--- src/rtl/vga_timing_pkg.sv ---
// Shared timing types, standard mode constants and the helper that turns
// porch/sync/active lengths into the limits an axis counter needs.
package vga_timing_pkg;

    // One axis of a video mode, all lengths in pixels (horizontal) or lines (vertical)
    typedef struct packed {
        int active;
        int fp;
        int sync;
        int bp;
    } axis_timing_t;

    typedef struct packed {
        axis_timing_t h;
        axis_timing_t v;
    } mode_t;

    // Derived limits: sync is active for sync_start <= pos < sync_end
    typedef struct packed {
        int total;
        int sync_start;
        int sync_end;
    } axis_limits_t;

    localparam mode_t MODE_640X480_60 = '{h: '{640, 16, 96, 48}, v: '{480, 10, 2, 33}};
    localparam mode_t MODE_800X600_72 = '{h: '{800, 56, 120, 64}, v: '{600, 37, 6, 23}};

    function automatic axis_limits_t axis_limits(input int active, input int fp,
                                                 input int sync, input int bp);
        axis_limits_t l;
        l.total      = active + fp + sync + bp;
        l.sync_start = active + fp;
        l.sync_end   = active + fp + sync;
        return l;
    endfunction

endpackage

--- src/rtl/vga_axis_counter.sv ---
// One raster axis: wrap counter with terminal count and registered sync decode.
// clr parks the axis at 0 with sync inactive; ld presents position 0 decoded;
// inc advances with wrap at TOTAL-1. cnt_nxt exposes the value being loaded so
// the parent can register its own decodes in the same cycle.
module vga_axis_counter
    import vga_timing_pkg::*;
#(
    parameter int ACTIVE   = 640,
    parameter int FP       = 16,
    parameter int SYNC     = 96,
    parameter int BP       = 48,
    parameter bit SYNC_POL = 1'b0,
    parameter int W        = 10
) (
    input  logic         clk,
    input  logic         rst_n,
    input  logic         clr,
    input  logic         ld,
    input  logic         inc,
    output logic [W-1:0] cnt,
    output logic [W-1:0] cnt_nxt,
    output logic         tc,
    output logic         sync
);

    localparam axis_limits_t LIM     = axis_limits(ACTIVE, FP, SYNC, BP);
    localparam logic [W-1:0] LAST    = W'(LIM.total - 1);
    localparam logic [W-1:0] SYNC_LO = W'(LIM.sync_start);
    // sync_end may equal 2^W, so compare one bit wider
    localparam logic [W:0]   SYNC_HI = (W+1)'(LIM.sync_end);

    logic in_win;

    assign tc = (cnt == LAST);

    // Next position: park/load go to 0, increment wraps at the terminal count
    always_comb begin
        cnt_nxt = cnt;
        if (clr || ld) begin
            cnt_nxt = '0;
        end else if (inc) begin
            cnt_nxt = tc ? '0 : cnt + 1'b1;
        end
    end

    assign in_win = (cnt_nxt >= SYNC_LO) && ({1'b0, cnt_nxt} < SYNC_HI);

    // Position and sync level are registered together
    always_ff @(posedge clk or negedge rst_n) begin
        if (!rst_n) begin
            cnt  <= '0;
            sync <= ~SYNC_POL;
        end else if (clr) begin
            cnt  <= '0;
            sync <= ~SYNC_POL;
        end else if (ld || inc) begin
            cnt  <= cnt_nxt;
            sync <= in_win ? SYNC_POL : ~SYNC_POL;
        end
    end

endmodule

--- src/rtl/vga_timing_gen.sv ---
// Raster timing generator: sync, data-enable, coordinates and line/frame strobes,
// all registered on the same edge. Optional fetch-ahead outputs are built when
// VGA_TIMING_LOOKAHEAD_EN is defined.
module vga_timing_gen
    import vga_timing_pkg::*;
#(
    parameter int H_ACTIVE  = 640,
    parameter int H_FP      = 16,
    parameter int H_SYNC    = 96,
    parameter int H_BP      = 48,
    parameter int V_ACTIVE  = 480,
    parameter int V_FP      = 10,
    parameter int V_SYNC    = 2,
    parameter int V_BP      = 33,
    parameter int HSYNC_POL = 0,
    parameter int VSYNC_POL = 0,
`ifdef VGA_TIMING_LOOKAHEAD_EN
    parameter int LOOKAHEAD = 2,
`endif
    parameter int X_W = $clog2(H_ACTIVE + H_FP + H_SYNC + H_BP),
    parameter int Y_W = $clog2(V_ACTIVE + V_FP + V_SYNC + V_BP)
) (
    input  logic           clk,
    input  logic           rst_n,
    input  logic           pix_en,
    input  logic           en,
    output logic           h_sync,
    output logic           v_sync,
    output logic           valid,
    output logic [X_W-1:0] x_counter,
    output logic [Y_W-1:0] y_counter,
    output logic           line_start,
    output logic           frame_start
`ifdef VGA_TIMING_LOOKAHEAD_EN
    ,
    output logic [X_W-1:0] fetch_x,
    output logic [Y_W-1:0] fetch_y,
    output logic           fetch_valid
`endif
);

    localparam int H_TOTAL = H_ACTIVE + H_FP + H_SYNC + H_BP;
    localparam int V_TOTAL = V_ACTIVE + V_FP + V_SYNC + V_BP;
    localparam logic [X_W-1:0] H_ACT_C = X_W'(H_ACTIVE);
    localparam logic [Y_W-1:0] V_ACT_C = Y_W'(V_ACTIVE);

    if (H_ACTIVE < 1 || H_FP < 1 || H_SYNC < 1 || H_BP < 1 ||
        V_ACTIVE < 1 || V_FP < 1 || V_SYNC < 1 || V_BP < 1 ||
        X_W < 1 || Y_W < 1 || H_TOTAL > (1 << X_W) || V_TOTAL > (1 << Y_W)) begin : g_bad_params
        $error("vga_timing_gen: illegal timing parameter set");
    end

    logic           running;
    logic           step, ld, h_inc, v_inc;
    logic           h_tc, v_tc;
    logic [X_W-1:0] x_nxt;
    logic [Y_W-1:0] y_nxt;

    // A qualified step either starts a fresh frame at (0,0) or advances the raster
    assign step  = en && pix_en;
    assign ld    = step && !running;
    assign h_inc = step && running;
    assign v_inc = h_inc && h_tc;

    vga_axis_counter #(
        .ACTIVE(H_ACTIVE), .FP(H_FP), .SYNC(H_SYNC), .BP(H_BP),
        .SYNC_POL(HSYNC_POL != 0), .W(X_W)
    ) u_h (
        .clk(clk), .rst_n(rst_n), .clr(!en), .ld(ld), .inc(h_inc),
        .cnt(x_counter), .cnt_nxt(x_nxt), .tc(h_tc), .sync(h_sync)
    );

    vga_axis_counter #(
        .ACTIVE(V_ACTIVE), .FP(V_FP), .SYNC(V_SYNC), .BP(V_BP),
        .SYNC_POL(VSYNC_POL != 0), .W(Y_W)
    ) u_v (
        .clk(clk), .rst_n(rst_n), .clr(!en), .ld(ld), .inc(v_inc),
        .cnt(y_counter), .cnt_nxt(y_nxt), .tc(v_tc), .sync(v_sync)
    );

    // Run flag, data-enable and strobes, decoded from the position being loaded
    always_ff @(posedge clk or negedge rst_n) begin
        if (!rst_n) begin
            running     <= 1'b0;
            valid       <= 1'b0;
            line_start  <= 1'b0;
            frame_start <= 1'b0;
        end else if (!en) begin
            running     <= 1'b0;
            valid       <= 1'b0;
            line_start  <= 1'b0;
            frame_start <= 1'b0;
        end else if (pix_en) begin
            running     <= 1'b1;
            valid       <= (x_nxt < H_ACT_C) && (y_nxt < V_ACT_C);
            line_start  <= !running || h_tc;
            frame_start <= !running || (h_tc && v_tc);
        end
    end

`ifdef VGA_TIMING_LOOKAHEAD_EN
    localparam int F_TOTAL = H_TOTAL * V_TOTAL;
    localparam int LA_POS  = LOOKAHEAD % F_TOTAL;
    localparam logic [X_W-1:0] LA_X   = X_W'(LA_POS % H_TOTAL);
    localparam logic [Y_W-1:0] LA_Y   = Y_W'(LA_POS / H_TOTAL);
    localparam logic [X_W-1:0] H_LAST = X_W'(H_TOTAL - 1);
    localparam logic [Y_W-1:0] V_LAST = Y_W'(V_TOTAL - 1);

    if (LOOKAHEAD < 1 || LOOKAHEAD > 8) begin : g_bad_lookahead
        $error("vga_timing_gen: LOOKAHEAD must be 1..8");
    end

    logic [X_W-1:0] fx_nxt;
    logic [Y_W-1:0] fy_nxt;

    // Fetch position runs LOOKAHEAD steps ahead; it already sits there while parked
    always_comb begin
        fx_nxt = fetch_x;
        fy_nxt = fetch_y;
        if (running) begin
            fx_nxt = (fetch_x == H_LAST) ? '0 : fetch_x + 1'b1;
            if (fetch_x == H_LAST) begin
                fy_nxt = (fetch_y == V_LAST) ? '0 : fetch_y + 1'b1;
            end
        end
    end

    // Fetch registers follow the same park/hold rules as the presented position
    always_ff @(posedge clk or negedge rst_n) begin
        if (!rst_n) begin
            fetch_x     <= LA_X;
            fetch_y     <= LA_Y;
            fetch_valid <= 1'b0;
        end else if (!en) begin
            fetch_x     <= LA_X;
            fetch_y     <= LA_Y;
            fetch_valid <= 1'b0;
        end else if (pix_en) begin
            fetch_x     <= fx_nxt;
            fetch_y     <= fy_nxt;
            fetch_valid <= (fx_nxt < H_ACT_C) && (fy_nxt < V_ACT_C);
        end
    end
`endif

endmodule

--- config.mk ---
export PLATFORM = sky130hd
export DESIGN_NAME = vga_timing_gen
export DESIGN_NICKNAME = d
export VERILOG_FILES = /design/src/rtl/vga_timing_pkg.sv /design/src/rtl/vga_axis_counter.sv /design/src/rtl/vga_timing_gen.sv
export SDC_FILE = /design/constraint.sdc
export NUM_CORES = 1
export LEC_CHECK = 0
export BUFFER_PORTS_ARGS = -buffer_cell sky130_fd_sc_hd__buf_2
export CAP_MARGIN = 20
export CORE_MARGIN = 1.5
export CORE_UTILIZATION = 48
export DETAILED_ROUTE_END_ITERATION = 7
export PLACE_DENSITY = 0.71
export SETUP_SLACK_MARGIN = 0.5
export SLEW_MARGIN = 20
export SYNTH_ARGS = -nofsm -noshare
export SYNTH_HDL_FRONTEND = slang
export SYNTH_SLANG_ARGS = --single-unit
export TNS_END_PERCENT = 50
--- constraint.sdc ---
create_clock -name clk -period 4.58 [get_ports clk]
set_input_delay 0.916 -clock clk [delete_from_list [all_inputs] [get_ports clk]]
set_output_delay 0.916 -clock clk [all_outputs]
set_load 0.01 [all_outputs]
==> Flow_metrics.wiki, run 1 <==
{| class="wikitable"
! Metric !! Value
|-
| Result of the run || completed
|-
| Worst Path Class, Setup || in -> reg
|-
| Synthesized area || 1486 µm²
|-
| Number of synthesized flops with an enable pin || 0
|-
| Clock buffer depth || 2
|-
| Power per cell area || 245.5 nW/µm²
|-
| Total number of vias || 1306
|-
| Antenna diodes || 0
|-
| Count of pins on the block boundary || 29
|-
| Area overhead of the layout relative to synthesis || 13.05%
|-
| Core Area || 3003 µm²
|-
| # nets final || 191
|-
| FFs w/ async S/R, synth || 100.0%
|-
| Post-detailed-route via-to-cell ratio || 6.046
|-
| Crit path arrival time || 3.02 ns
|-
| List of cells traversed by the critical path || buf_2 -> nand3_2 -> nor4_1 -> nand2_1 -> o311ai_0 -> o2111a_1 -> a31oi_1
|-
| Final HPWL from detailed placement || 2605 µm
|-
| Overall routing resource usage || 21.66%
|-
| Initial Util || 49.50%
|-
| Net switching power figure || 0.08381 mW
|-
| Largest fanout of any net on the critical path || 11
|-
| Layout cell share with drive strength beyond 1 || 20.77%
|-
| Number of nets produced by synthesis || 165
|-
| Die footprint || 3440 µm²
|-
| Fin Clk Skew || 0.007847 ns
|-
| Peak ir drop on the vdd network || 0.1426 mV
|-
| Hold WC Path Type || reg -> reg
|-
| Part of the total power dissipated in sequential elements || 57.1%
|-
| Share of synthesized area occupied by flip-flops and latches || 43.94%
|-
| Peak Freq || 361.3 MHz
|-
| GPL Wtd Cong || 0.9115
|-
| CTS tree || done
|-
| Count of buffers from port buffering || 28
|-
| Number of slew-limit violations in the final report || 0
|-
| Clock latency on the worst-skew pair || 0.31 ns
|-
| Hold Fails Final Rpt || 0
|-
| Final worst hold slack || 0.4934 ns
|-
| Power share of the combinational group || 5.9%
|-
| Clock root buffer || sky130_fd_sc_hd__clkbuf_4
|-
| Internal || 0.3287 mW
|-
| Row count || 20
|-
| # hold bufs at CTS || 0
|-
| Post-Place Cell Area || 1628 µm²
|-
| Vertical extent of the die || 58.65 µm
|-
| Vias in the first global route || 1226
|-
| Wire length of the first global-routing pass || 5747 µm
|-
| Clock edge transition at the registers on the reported setup and hold paths || 0.14 ns
|-
| Sink count of the clock tree || 26
|-
| Maximum capacitance violations || 0
|-
| Data required time of the critical path || 4.83 ns
|-
| Minimum period implied by the final worst setup slack || 2.768 ns
|-
| Mean instance size in the synthesized netlist || 9.408 µm²
|-
| Unrepaired setup endpoints after global routing || false
|-
| Combined buffer and inverter count along the critical path || 1
|-
| Register bit count reported by yosys || 26
|-
| Yosys cell types || 50
|-
| Post-CTS Setup Inserts || 0
|-
| Transition time at the pin with the least slew margin || 0.7039 ns
|-
| DRC errors left || 0
|-
| Worst slew slack as a fraction of its limit || 52.76%
|-
| Leakage power figure || 0.7653 nW
|-
| CP peak stage delay || 0.53 ns
|-
| Maximum number of pins on one net before global-route repair || 27
|-
| Capturing element type of the critical path || flip-flop
|-
| Post-Syn Instances || 158
|-
| Detail Route Antenna Nets || 0
|-
| Initial antenna violation count || 0
|-
| Setup violators final || 0
|-
| Standard cell with the maximum stage delay on the critical path || sky130_fd_sc_hd__o311ai_0
|-
| Switching part of the total power || 20.32%
|-
| Synth warnings || 0
|-
| Final setup margin || 1.812 ns
|-
| Critical path launch point type || primary input
|-
| Routed wire length per instance || 15.70 µm
|-
| Core Util, Final || 55.96%
|-
| Die X-Extent || 58.65 µm
|-
| Filler cell count in the final layout || 291
|-
| Setup TNS Final || 0 ns
|-
| Post-cts sizing count || 0
|-
| Area of all placed cells without fillers || 1680 µm²
|-
| TritonCTS buffer count || 3
|-
| Most used flip-flop cell after synthesis || sky130_fd_sc_hd__dfrtp_1
|-
| Family with the most delay on the worst path || simple AND/OR/NAND/NOR gates
|-
| Number of levels the H-tree was split into || 1
|-
| Clock share of power || 37.0%
|-
| Total wire length after detailed routing || 3392 µm
|-
| GR Overflow Total || 0
|-
| Period utilisation layout || 60.43%
|-
| Initial DRC count || 87
|-
| First-pass DRT Iterations || 4
|-
| Post-Place Worst Slack || 1.523 ns
|}
==> state kept, by name, indices dropped and copies added (netlist names) <==
signal and count:
u_h.cnt 10, u_v.cnt 10, frame_start 1, line_start 1, running 1, u_h.sync 1
u_v.sync 1, valid 1
==> stage by stage <==
| stage | std cells | total power, mW |
|---|---|---|
| floorplan | 158 | 0.2543 |
| global placement | 212 | 0.2638 |
| detailed placement | 212 | 0.2649 |
| CTS | 216 | 0.4188 |
| global route | 216 | 0.4347 |
| finish | 216 | 0.4125 |
==> kinds of logic after synthesis <==
group,after synthesis,share of synthesized area [%]
AO/OA/AOI/OAI,32,16.33
XOR/XNOR,9,5.303
adder cells (fa/ha/maj),3,2.526
buffers and inverters,13,4.209
flip-flops,26,43.94
multiplexers,1,0.6734
AND/OR/NAND/NOR,74,27.02
==> power by group through the flow <==
stage          sequential, mW  clock (mW)  combinational [mW]
2_1_floorplan           0.240           0              0.0143
3_3_place_gp            0.240           0              0.0241
3_5_place_dp            0.240           0              0.0250
4_1_cts                 0.236       0.158              0.0251
5_1_grt                 0.236       0.171              0.0277
6_report                0.236       0.152              0.0243
==> tightest hold or removal path: stages (launching register included) <==
cell	delay, ns
sky130_fd_sc_hd__dfstp_2	0.40
sky130_fd_sc_hd__inv_1	0.05
sky130_fd_sc_hd__a32oi_1	0.06
==> cell type report <==
class | instances | area, µm² | area share, %
Multi-Input combinational cell | 119 | 770.7 | 45.87
Sequential cell | 26 | 653.1 | 38.87
Timing Repair Buffer | 28 | 140.1 | 8.340
Tap cell | 33 | 41.29 | 2.457
Clock inverter | 1 | 30.03 | 1.787
Clock buffer | 3 | 22.52 | 1.340
Inverter | 6 | 22.52 | 1.340
==> routing by layer <==
layer	GRT usage, %	vias up	part of all wire, %	wire (µm)
met4	8.442	0	2.6	89
met3	2.637	8	4.4	149
met5	0	-	0	0
met2	34.99	44	49	1648
met1	29.84	622	44	1504
li1	-	632	-	-
==> layout by cell type (no fill, tap or decap), types with 2 or more instances in the layout <==
master / synthesis / routed
sky130_fd_sc_hd__dfstp_2: 2 / 2
sky130_fd_sc_hd__dfrtp_1: 24 / 24
sky130_fd_sc_hd__ha_1: 3 / 3
sky130_fd_sc_hd__nor4_1: 4 / 4
sky130_fd_sc_hd__a32oi_1: 2 / 2
sky130_fd_sc_hd__a31oi_1: 3 / 3
sky130_fd_sc_hd__a21oi_1: 3 / 3
sky130_fd_sc_hd__and4_1: 2 / 2
sky130_fd_sc_hd__xnor2_1: 8 / 8
sky130_fd_sc_hd__a21o_1: 2 / 2
sky130_fd_sc_hd__nand4_1: 5 / 5
sky130_fd_sc_hd__and3_1: 4 / 4
sky130_fd_sc_hd__nor2_1: 20 / 20
sky130_fd_sc_hd__nand3_1: 8 / 8
sky130_fd_sc_hd__inv_1: 6 / 6
sky130_fd_sc_hd__o31ai_1: 2 / 2
sky130_fd_sc_hd__nand2_1: 9 / 9
sky130_fd_sc_hd__nand2b_1: 2 / 2
sky130_fd_sc_hd__a211o_1: 2 / 2
sky130_fd_sc_hd__clkbuf_4: 0 / 3
sky130_fd_sc_hd__buf_2: 2 / 28
sky130_fd_sc_hd__o21ai_0: 4 / 4
sky130_fd_sc_hd__and2_1: 4 / 4
sky130_fd_sc_hd__or3_1: 3 / 3
sky130_fd_sc_hd__nor3_1: 4 / 4
sky130_fd_sc_hd__nor2b_1: 3 / 3
==> cells in the mapped netlist (2+ instances only) <==
cell,count,share of area (%)
sky130_fd_sc_hd__a211o_1,2,1.2
sky130_fd_sc_hd__a21o_1,2,1.0
sky130_fd_sc_hd__a21oi_1,3,1.0
sky130_fd_sc_hd__a31oi_1,3,1.3
sky130_fd_sc_hd__a32oi_1,2,1.2
sky130_fd_sc_hd__and2_1,4,1.7
sky130_fd_sc_hd__and3_1,4,1.7
sky130_fd_sc_hd__and4_1,2,1.2
sky130_fd_sc_hd__buf_2,2,0.67
sky130_fd_sc_hd__clkbuf_1,3,0.76
sky130_fd_sc_hd__dfrtp_1,24,40
sky130_fd_sc_hd__dfstp_2,2,3.5
sky130_fd_sc_hd__ha_1,3,2.5
sky130_fd_sc_hd__inv_1,6,1.5
sky130_fd_sc_hd__nand2_1,9,2.3
sky130_fd_sc_hd__nand2b_1,2,0.84
sky130_fd_sc_hd__nand3_1,8,2.7
sky130_fd_sc_hd__nand4_1,5,2.1
sky130_fd_sc_hd__nor2_1,20,5.1
sky130_fd_sc_hd__nor2b_1,3,1.3
sky130_fd_sc_hd__nor3_1,4,1.3
sky130_fd_sc_hd__nor4_1,4,1.7
sky130_fd_sc_hd__o21ai_0,4,1.3
sky130_fd_sc_hd__o31ai_1,2,1.0
sky130_fd_sc_hd__or3_1,3,1.3
sky130_fd_sc_hd__xnor2_1,8,4.7
==> worst paths after layout <==
kind / slack [ns] / endpoint / cells past startpoint / startpoint
max: 1.81 / u_v.sync$_DFFE_PN1P_ / 7 / pix_en
min: 0.49 / u_h.sync$_DFFE_PN1P_ / 2 / u_h.sync$_DFFE_PN1P_
max reg2reg: 2.00 / u_v.sync$_DFFE_PN1P_ / 7 / u_h.cnt[0]$_DFFE_PN0P_
min reg2reg: 0.49 / u_h.sync$_DFFE_PN1P_ / 2 / u_h.sync$_DFFE_PN1P_
max in group asynchronous: 3.62 / u_h.cnt[5]$_DFFE_PN0P_ / 1 / rst_n
min in group asynchronous: 0.58 / u_h.cnt[4]$_DFFE_PN0P_ / 1 / rst_n
(Power assumes the default switching activity.)
==> run 2: changes to the inputs <==
- clock period: 4.58 -> 2.7 ns (I/O delays scaled with it)
==> run 2 against run 1 <==
Compared with the run above: routed wire length up 7.8%; register-to-register slack lost 1.5 ns; sequential cell count did not move; clock power increased by 79%; cell count is 3.2% higher; via count is 5.6% higher; non-clock buffer count rose by 7; count of clock-buffer cells in the layout stayed put.
==> Flow_metrics.wiki, run 2 (synthesized netlist as in run 1, its figures left out) <==
{| class="wikitable"
! Metric !! Value
|-
| Result of the run || completed
|-
| Peak Freq || 455.0 MHz
|-
| Layout cell share with drive strength beyond 1 || 28.42%
|-
| Post-Place Cell Area || 1643 µm²
|-
| Leakage power figure || 0.8037 nW
|-
| Critical path launch point type || flip-flop
|-
| Count of pins on the block boundary || 29
|-
| Total wire length after detailed routing || 3655 µm
|-
| Commonest non-fill, non-tap cell in the layout || sky130_fd_sc_hd__buf_2
|-
| Hold Fails Final Rpt || 0
|-
| Crit path arrival time || 2.43 ns
|-
| List of cells traversed by the critical path || nand4bb_4 -> or4_4 -> or3_1 -> a21oi_2 -> and3_1 -> a31oi_1
|-
| Routed wire length per instance || 16.39 µm
|-
| Capturing element type of the critical path || flip-flop
|-
| Standard cell with the maximum stage delay on the critical path || sky130_fd_sc_hd__or4_4
|-
| Clock root buffer || sky130_fd_sc_hd__clkbuf_4
|-
| CTS tree || done
|-
| Worst Path Class, Setup || reg -> reg
|-
| Clock edge transition at the registers on the reported setup and hold paths || 0.16 ns
|-
| Part of the total power dissipated in sequential elements || 55.6%
|-
| Largest registers ranked by flip-flop count || u_h.cnt: 10 flops, u_v.cnt: 10 flops
|-
| Sink count of the clock tree || 26
|-
| Peak ir drop on the vdd network || 0.2244 mV
|-
| Internal || 0.5617 mW
|-
| Worst slew slack as a fraction of its limit || 61.64%
|-
| Core Util, Final || 59.62%
|-
| Clock buffer depth || 2
|-
| Vertical extent of the die || 58.65 µm
|-
| DRC errors left || 0
|-
| Hold WC Path Type || in -> async
|-
| # nets final || 198
|-
| Initial Util || 49.50%
|-
| Minimum period implied by the final worst setup slack || 2.198 ns
|-
| Power per cell area || 401.4 nW/µm²
|-
| Row count || 20
|-
| Clock share of power || 37.9%
|-
| Initial antenna violation count || 0
|-
| Leading cell types in the layout, fill and taps excluded || 28 x sky130_fd_sc_hd__buf_2, 23 x sky130_fd_sc_hd__dfrtp_1, 20 x sky130_fd_sc_hd__nor2_1
|-
| Core Area || 3003 µm²
|-
| First-pass DRT Iterations || 4
|-
| Maximum number of pins on one net before global-route repair || 27
|-
| Final HPWL from detailed placement || 2622 µm
|-
| Unrepaired setup endpoints after global routing || true
|-
| Vias in the first global route || 1242
|-
| GPL Wtd Cong || 0.9269
|-
| CP peak stage delay || 0.62 ns
|-
| Net switching power figure || 0.1569 mW
|-
| Number of levels the H-tree was split into || 1
|-
| Die X-Extent || 58.65 µm
|-
| Power share of the combinational group || 6.5%
|-
| Number of slew-limit violations in the final report || 0
|-
| Die footprint || 3440 µm²
|-
| Maximum capacitance violations || 0
|-
| Data required time of the critical path || 2.94 ns
|-
| Switching part of the total power || 21.84%
|-
| Initial DRC count || 93
|-
| Clock latency on the worst-skew pair || 0.33 ns
|-
| Area overhead of the layout relative to synthesis || 20.45%
|-
| Overall routing resource usage || 22.19%
|-
| Total power || 0.7186 mW
|-
| Wire length of the first global-routing pass || 5782 µm
|-
| Count of buffers from port buffering || 28
|-
| Area of all placed cells without fillers || 1790 µm²
|-
| Period utilisation layout || 81.40%
|-
| TritonCTS buffer count || 3
|-
| Setup violators final || 0
|-
| Fin Clk Skew || 0.01434 ns
|-
| Antenna diodes || 0
|-
| GR Overflow Total || 0
|-
| Post-detailed-route via-to-cell ratio || 6.184
|-
| Largest fanout of any net on the critical path || 10
|-
| Transition time at the pin with the least slew margin || 0.5753 ns
|-
| Detail Route Antenna Nets || 0
|-
| Setup TNS Final || 0 ns
|-
| Total number of vias || 1379
|}
## run 2: cell count changes in the layout (fill, tap and decap cells not counted), sizes merged
cell / previous run / this run
buf: 28 / 35
## run 2: critical path: cells and delay by family (launching register included)
family | cells | cell delay, ns
simple gates | 4 | 1.46
flops | 1 | 0.41
compound gates | 2 | 0.24
## run 2: metal layers
metal  global-route usage, %  vias to the layer above  routed length [µm]
li1                        -                      643                   -
met1                   28.59                      656                1609
met2                   36.60                       62                1730
met3                   2.637                       18                 157
met4                   11.69                        0                 157
met5                       0                        -                   0
## run 2: path summary, 6_finish.rpt
| check | startpoint | end | slack [ns] | cells past startpoint |
|---|---|---|---|---|
| max in group asynchronous | rst_n | running$_DFFE_PN0P_ | 2.09 | 1 |
| min in group clk | u_h.sync$_DFFE_PN1P_ | u_h.sync$_DFFE_PN1P_ | 0.47 | 2 |
| worst min-delay path | rst_n | u_h.cnt[3]$_DFFE_PN0P_ | 0.18 | 1 |
| worst min register to register | u_h.sync$_DFFE_PN1P_ | u_h.sync$_DFFE_PN1P_ | 0.47 | 2 |
| worst max-delay path | u_h.cnt[6]$_DFFE_PN0P_ | valid$_DFFE_PN0P_ | 0.50 | 6 |
| worst max register to register | u_h.cnt[6]$_DFFE_PN0P_ | valid$_DFFE_PN0P_ | 0.50 | 6 |
## run 2: area by class of cell
type                    count  area [µm²]
well taps                  33       41.29
clock buffers               3       22.52
repair buffers             35       192.7
inverters                   6       22.52
clock inverters             1       30.03
fillers                   275        1212
multi-input cells         119       827.0
flip-flops and latches     26       654.4
## run 2: metrics by stage
| step | instances | setup WS, ns | hold slack, ns |
|---|---|---|---|
| global placement | 214 | 0.1525 | 0.4532 |
| CTS | 222 | 0.5017 | 0.2092 |
| detailed placement | 214 | 0.06712 | 0.4534 |
| global route | 223 | 0.4157 | 0.2259 |
| floorplan | 158 | 0.4779 | 0.2444 |
| finish | 223 | 0.5023 | 0.1780 |
## run 2: timing repair
action	in CTS	in global routing
setup buffers	4	1
resized for setup	6	5
hold buffers	0	0
pin swaps	0	1
endpoints found under the setup margin	5	3
## run 2: power groups by stage
stage | combinational [mW] | sequential (mW) | clock, mW
5_1_grt | 0.0520 | 0.401 | 0.287
3_5_place_dp | 0.0450 | 0.407 | 0
6_report | 0.0468 | 0.400 | 0.272
4_1_cts | 0.0461 | 0.400 | 0.271
3_3_place_gp | 0.0442 | 0.406 | 0
2_1_floorplan | 0.0242 | 0.407 | 0
==> run 3: changes to the inputs <==
- ABC_AREA: unset -> 1
- PLACE_DENSITY: 0.71 -> 0.73
- clock period: 2.7 -> 1.8 ns (I/O delays scaled with it)
==> run 3 against run 2 <==
Compared with the run above: the run now ends with negative hold slack left; non-clock buffer count increased by 18; sequential power increased by 56%; worst setup slack got worse by 0.36 ns; critical path type unchanged; largest power group unchanged.
==> Flow_metrics.wiki, run 3 <==
{| class="wikitable"
! Metric !! Value
|-
| Result of the run || finished with violations
|-
| Failing checks || negative hold slack
|-
| Most used flip-flop cell after synthesis || sky130_fd_sc_hd__dfrtp_1
|-
| Synthesized area || 1633 µm²
|-
| GPL Wtd Cong || 0.8560
|-
| CTS tree || done
|-
| Filler cell count in the final layout || 261
|-
| Minimum period implied by the final worst setup slack || 1.656 ns
|-
| Setup TNS Final || 0 ns
|-
| Largest registers ranked by flip-flop count || u_h.cnt: 10 flops, u_v.cnt: 10 flops
|-
| Standard cell with the maximum stage delay on the critical path || sky130_fd_sc_hd__dfrtp_2
|-
| Main area contributors after synthesis || sky130_fd_sc_hd__dfrtp_1 37%, sky130_fd_sc_hd__nand2_1 14%, sky130_fd_sc_hd__inv_1 8.3%
|-
| Area overhead of the layout relative to synthesis || 38.31%
|-
| Detail Route Antenna Nets || 0
|-
| Vertical extent of the die || 61.33 µm
|-
| Commonest cells in the synthesized netlist || 62 x sky130_fd_sc_hd__nand2_1, 36 x sky130_fd_sc_hd__inv_1, 30 x sky130_fd_sc_hd__nor2_1
|-
| Synth warnings || 0
|-
| Peak Freq || 604.0 MHz
|-
| Maximum number of pins on one net before global-route repair || 27
|-
| Maximum capacitance violations || 0
|-
| Worst flop-to-flop path endpoint || u_v.sync$_DFFE_PN1P_
|-
| Library cell with the largest summed area after synthesis || sky130_fd_sc_hd__dfrtp_1
|-
| Initial DRC count || 110
|-
| # nets final || 297
|-
| Routed wire length per instance || 13.43 µm
|-
| Die footprint || 3761 µm²
|-
| Row count || 20
|-
| List of cells traversed by the critical path || ha_4 -> nand2_4 -> nor2_8 -> nand3_4 -> nor2_4 -> nand2_2 -> nand2_4 -> inv_2 -> nand2_1 -> nor2_1 -> a21oi_1
|-
| Leakage power figure || 1.229 nW
|-
| Total number of vias || 1674
|-
| Unrepaired setup endpoints after global routing || true
|-
| Peak ir drop on the vdd network || 0.5442 mV
|-
| Worst slew slack as a fraction of its limit || 61.96%
|-
| Final HPWL from detailed placement || 3021 µm
|-
| Power per cell area || 470.4 nW/µm²
|-
| Number of slew-limit violations in the final report || 0
|-
| Initial Util || 51.79%
|-
| Final worst hold slack || -0.02041 ns
|-
| Crit path arrival time || 1.94 ns
|-
| Core Util, Final || 71.63%
|-
| Combined buffer and inverter count along the critical path || 1
|-
| Die X-Extent || 61.33 µm
|-
| Capturing element type of the critical path || flip-flop
|-
| Yosys cell types || 28
|-
| Register bit count reported by yosys || 26
|-
| Worst setup path end || u_v.sync$_DFFE_PN1P_
|-
| TritonCTS buffer count || 3
|-
| FFs w/ async S/R, synth || 100.0%
|-
| Worst reg2reg path startpoint || u_h.cnt[1]$_DFFE_PN0P_
|-
| Clock buffer depth || 2
|-
| Data required time of the critical path || 2.08 ns
|-
| Number of nets produced by synthesis || 238
|-
| Setup violators final || 0
|-
| Post-detailed-route via-to-cell ratio || 5.027
|-
| Critical path launch point type || flip-flop
|-
| Leading cell types in the layout, fill and taps excluded || 51 x sky130_fd_sc_hd__nand2_1, 31 x sky130_fd_sc_hd__inv_1, 25 x sky130_fd_sc_hd__nor2_1, 23 x sky130_fd_sc_hd__buf_2, 21 x sky130_fd_sc_hd__buf_4
|-
| Top cell type's share of synthesized area || 36.78%
|-
| Share of synthesized area occupied by flip-flops and latches || 40.00%
|-
| GR Overflow Total || 0
|-
| Antenna diodes || 0
|-
| WP depth || 11
|-
| Largest fanout of any net on the critical path || 6
|-
| Hold WC Path Type || in -> async
|-
| DRC errors left || 0
|-
| Count of buffers from port buffering || 28
|-
| Family with the most delay on the worst path || simple AND/OR/NAND/NOR gates
|-
| Number of synthesized flops with an enable pin || 0
|-
| Number of levels the H-tree was split into || 1
|-
| Clock latency on the worst-skew pair || 0.34 ns
|-
| Cell with the most instances after synthesis || sky130_fd_sc_hd__nand2_1
|-
| Commonest non-fill, non-tap cell in the layout || sky130_fd_sc_hd__nand2_1
|-
| Mean instance size in the synthesized netlist || 7.068 µm²
|-
| Wire length of the first global-routing pass || 6893 µm
|-
| Vias in the first global route || 1486
|-
| Post-Syn Instances || 231
|-
| Sink count of the clock tree || 26
|-
| Clock edge transition at the registers on the reported setup and hold paths || 0.15 ns
|-
| # hold bufs at CTS || 0
|-
| CP peak stage delay || 0.42 ns
|-
| Transition time at the pin with the least slew margin || 0.5707 ns
|-
| Period utilisation layout || 91.98%
|-
| Count of cells along the worst register-to-register path || 11
|-
| Slack of the worst reg-to-reg path || 0.14 ns
|-
| First-pass DRT Iterations || 4
|-
| Fin Clk Skew || 0.02506 ns
|-
| Count of pins on the block boundary || 29
|-
| Worst Path Class, Setup || reg -> reg
|-
| Cell type with the highest occurrence count on the critical path || sky130_fd_sc_hd__nand2_4
|-
| Core Area || 3153 µm²
|-
| Worst setup path startpoint || u_h.cnt[1]$_DFFE_PN0P_
|-
| Clock root buffer || sky130_fd_sc_hd__clkbuf_4
|-
| Total wire length after detailed routing || 4473 µm
|-
| Layout cell share with drive strength beyond 1 || 39.79%
|-
| Overall routing resource usage || 25.14%
|-
| Hold Fails Final Rpt || 12
|-
| Initial antenna violation count || 0
|}
run 3: cells by family (layout without fill, tap and decap cells):
kind of cell               after synthesis  count (layout)  synth area share [%]
adders and majority gates                3               3                 2.299
xor gates and xnor gates                 2               2                 1.073
DFF                                     26              26                 40.00
and+or+nand+nor                        140             141                 40.61
AOI/OAI and AO/OA                       18              18                 6.284
buffers and inverters                   42              99                 9.732
run 3: cell type report:
class	instances	area [µm²]	area share, %
multi-input cells	164	972.2	43.05
clock buffers	4	26.28	1.163
flip-flops and latches	26	660.6	29.25
repair buffers	53	374.1	16.57
inverters	42	170.2	7.535
well taps	44	55.05	2.438
run 3: how the worst min path moves through the flow:
stage | start | endpoint | slack (ns) | depth (start not counted)
global placement | rst_n | u_v.cnt[3]$_DFFE_PN0P_ | 0.39 | 1
floorplan | rst_n | frame_start$_DFFE_PN0P_ | 0.06 | 0
global route | rst_n | u_v.cnt[3]$_DFFE_PN0P_ | 0.03 | 1
finish | rst_n | u_v.cnt[3]$_DFFE_PN0P_ | -0.02 | 1
detailed placement | rst_n | u_v.cnt[4]$_DFFE_PN0P_ | 0.39 | 1
CTS | rst_n | u_v.cnt[4]$_DFFE_PN0P_ | 0.01 | 1
run 3: repair_timing:
| action | 4_1_cts | 5_1_grt |
|---|---|---|
| endpoints found under the setup margin | 36 | 43 |
| gates resized for setup | 14 | 36 |
| buffers inserted | 13 | 6 |
| pin swaps | 10 | 14 |
| cloned | 1 | 0 |
run 3: metrics by stage:
stage	area (µm²)	worst slack (ns)	power [mW]	std cells
after floorplan	1664	0.2684	0.7086	231
after CTS	2093	0.1891	1.050	327
after global placement	1904	0.05772	0.7600	309
final	2258	0.1443	1.062	333
after global routing	2258	-0.01266	1.119	333
after detailed placement	1904	0.07336	0.7648	309
run 3: report_power, final:
| group | switching [mW] | internal, mW |
|---|---|---|
| combinational | 0.102 | 0.0719 |
| clock | 0.176 | 0.0872 |
| sequential | 0.0189 | 0.607 |
| total | 0.297 | 0.766 |
run 3: metal layers:
| metal | global-route usage [%] | routed length, µm |
|---|---|---|
| met5 | 0 | 0 |
| met4 | 5.590 | 62 |
| met3 | 3.782 | 200 |
| met2 | 39.67 | 2197 |
| met1 | 36.65 | 2012 |
run 3: worst register-to-register path, cell delays in order, from the launching register on:
cell	delay, ns
sky130_fd_sc_hd__dfrtp_2	0.42
sky130_fd_sc_hd__ha_4	0.16
sky130_fd_sc_hd__nand2_4	0.07
sky130_fd_sc_hd__nor2_8	0.16
sky130_fd_sc_hd__nand3_4	0.17
sky130_fd_sc_hd__nor2_4	0.18
sky130_fd_sc_hd__nand2_2	0.08
sky130_fd_sc_hd__nand2_4	0.07
sky130_fd_sc_hd__inv_2	0.03
sky130_fd_sc_hd__nand2_1	0.06
sky130_fd_sc_hd__nor2_1	0.05
sky130_fd_sc_hd__a21oi_1	0.14
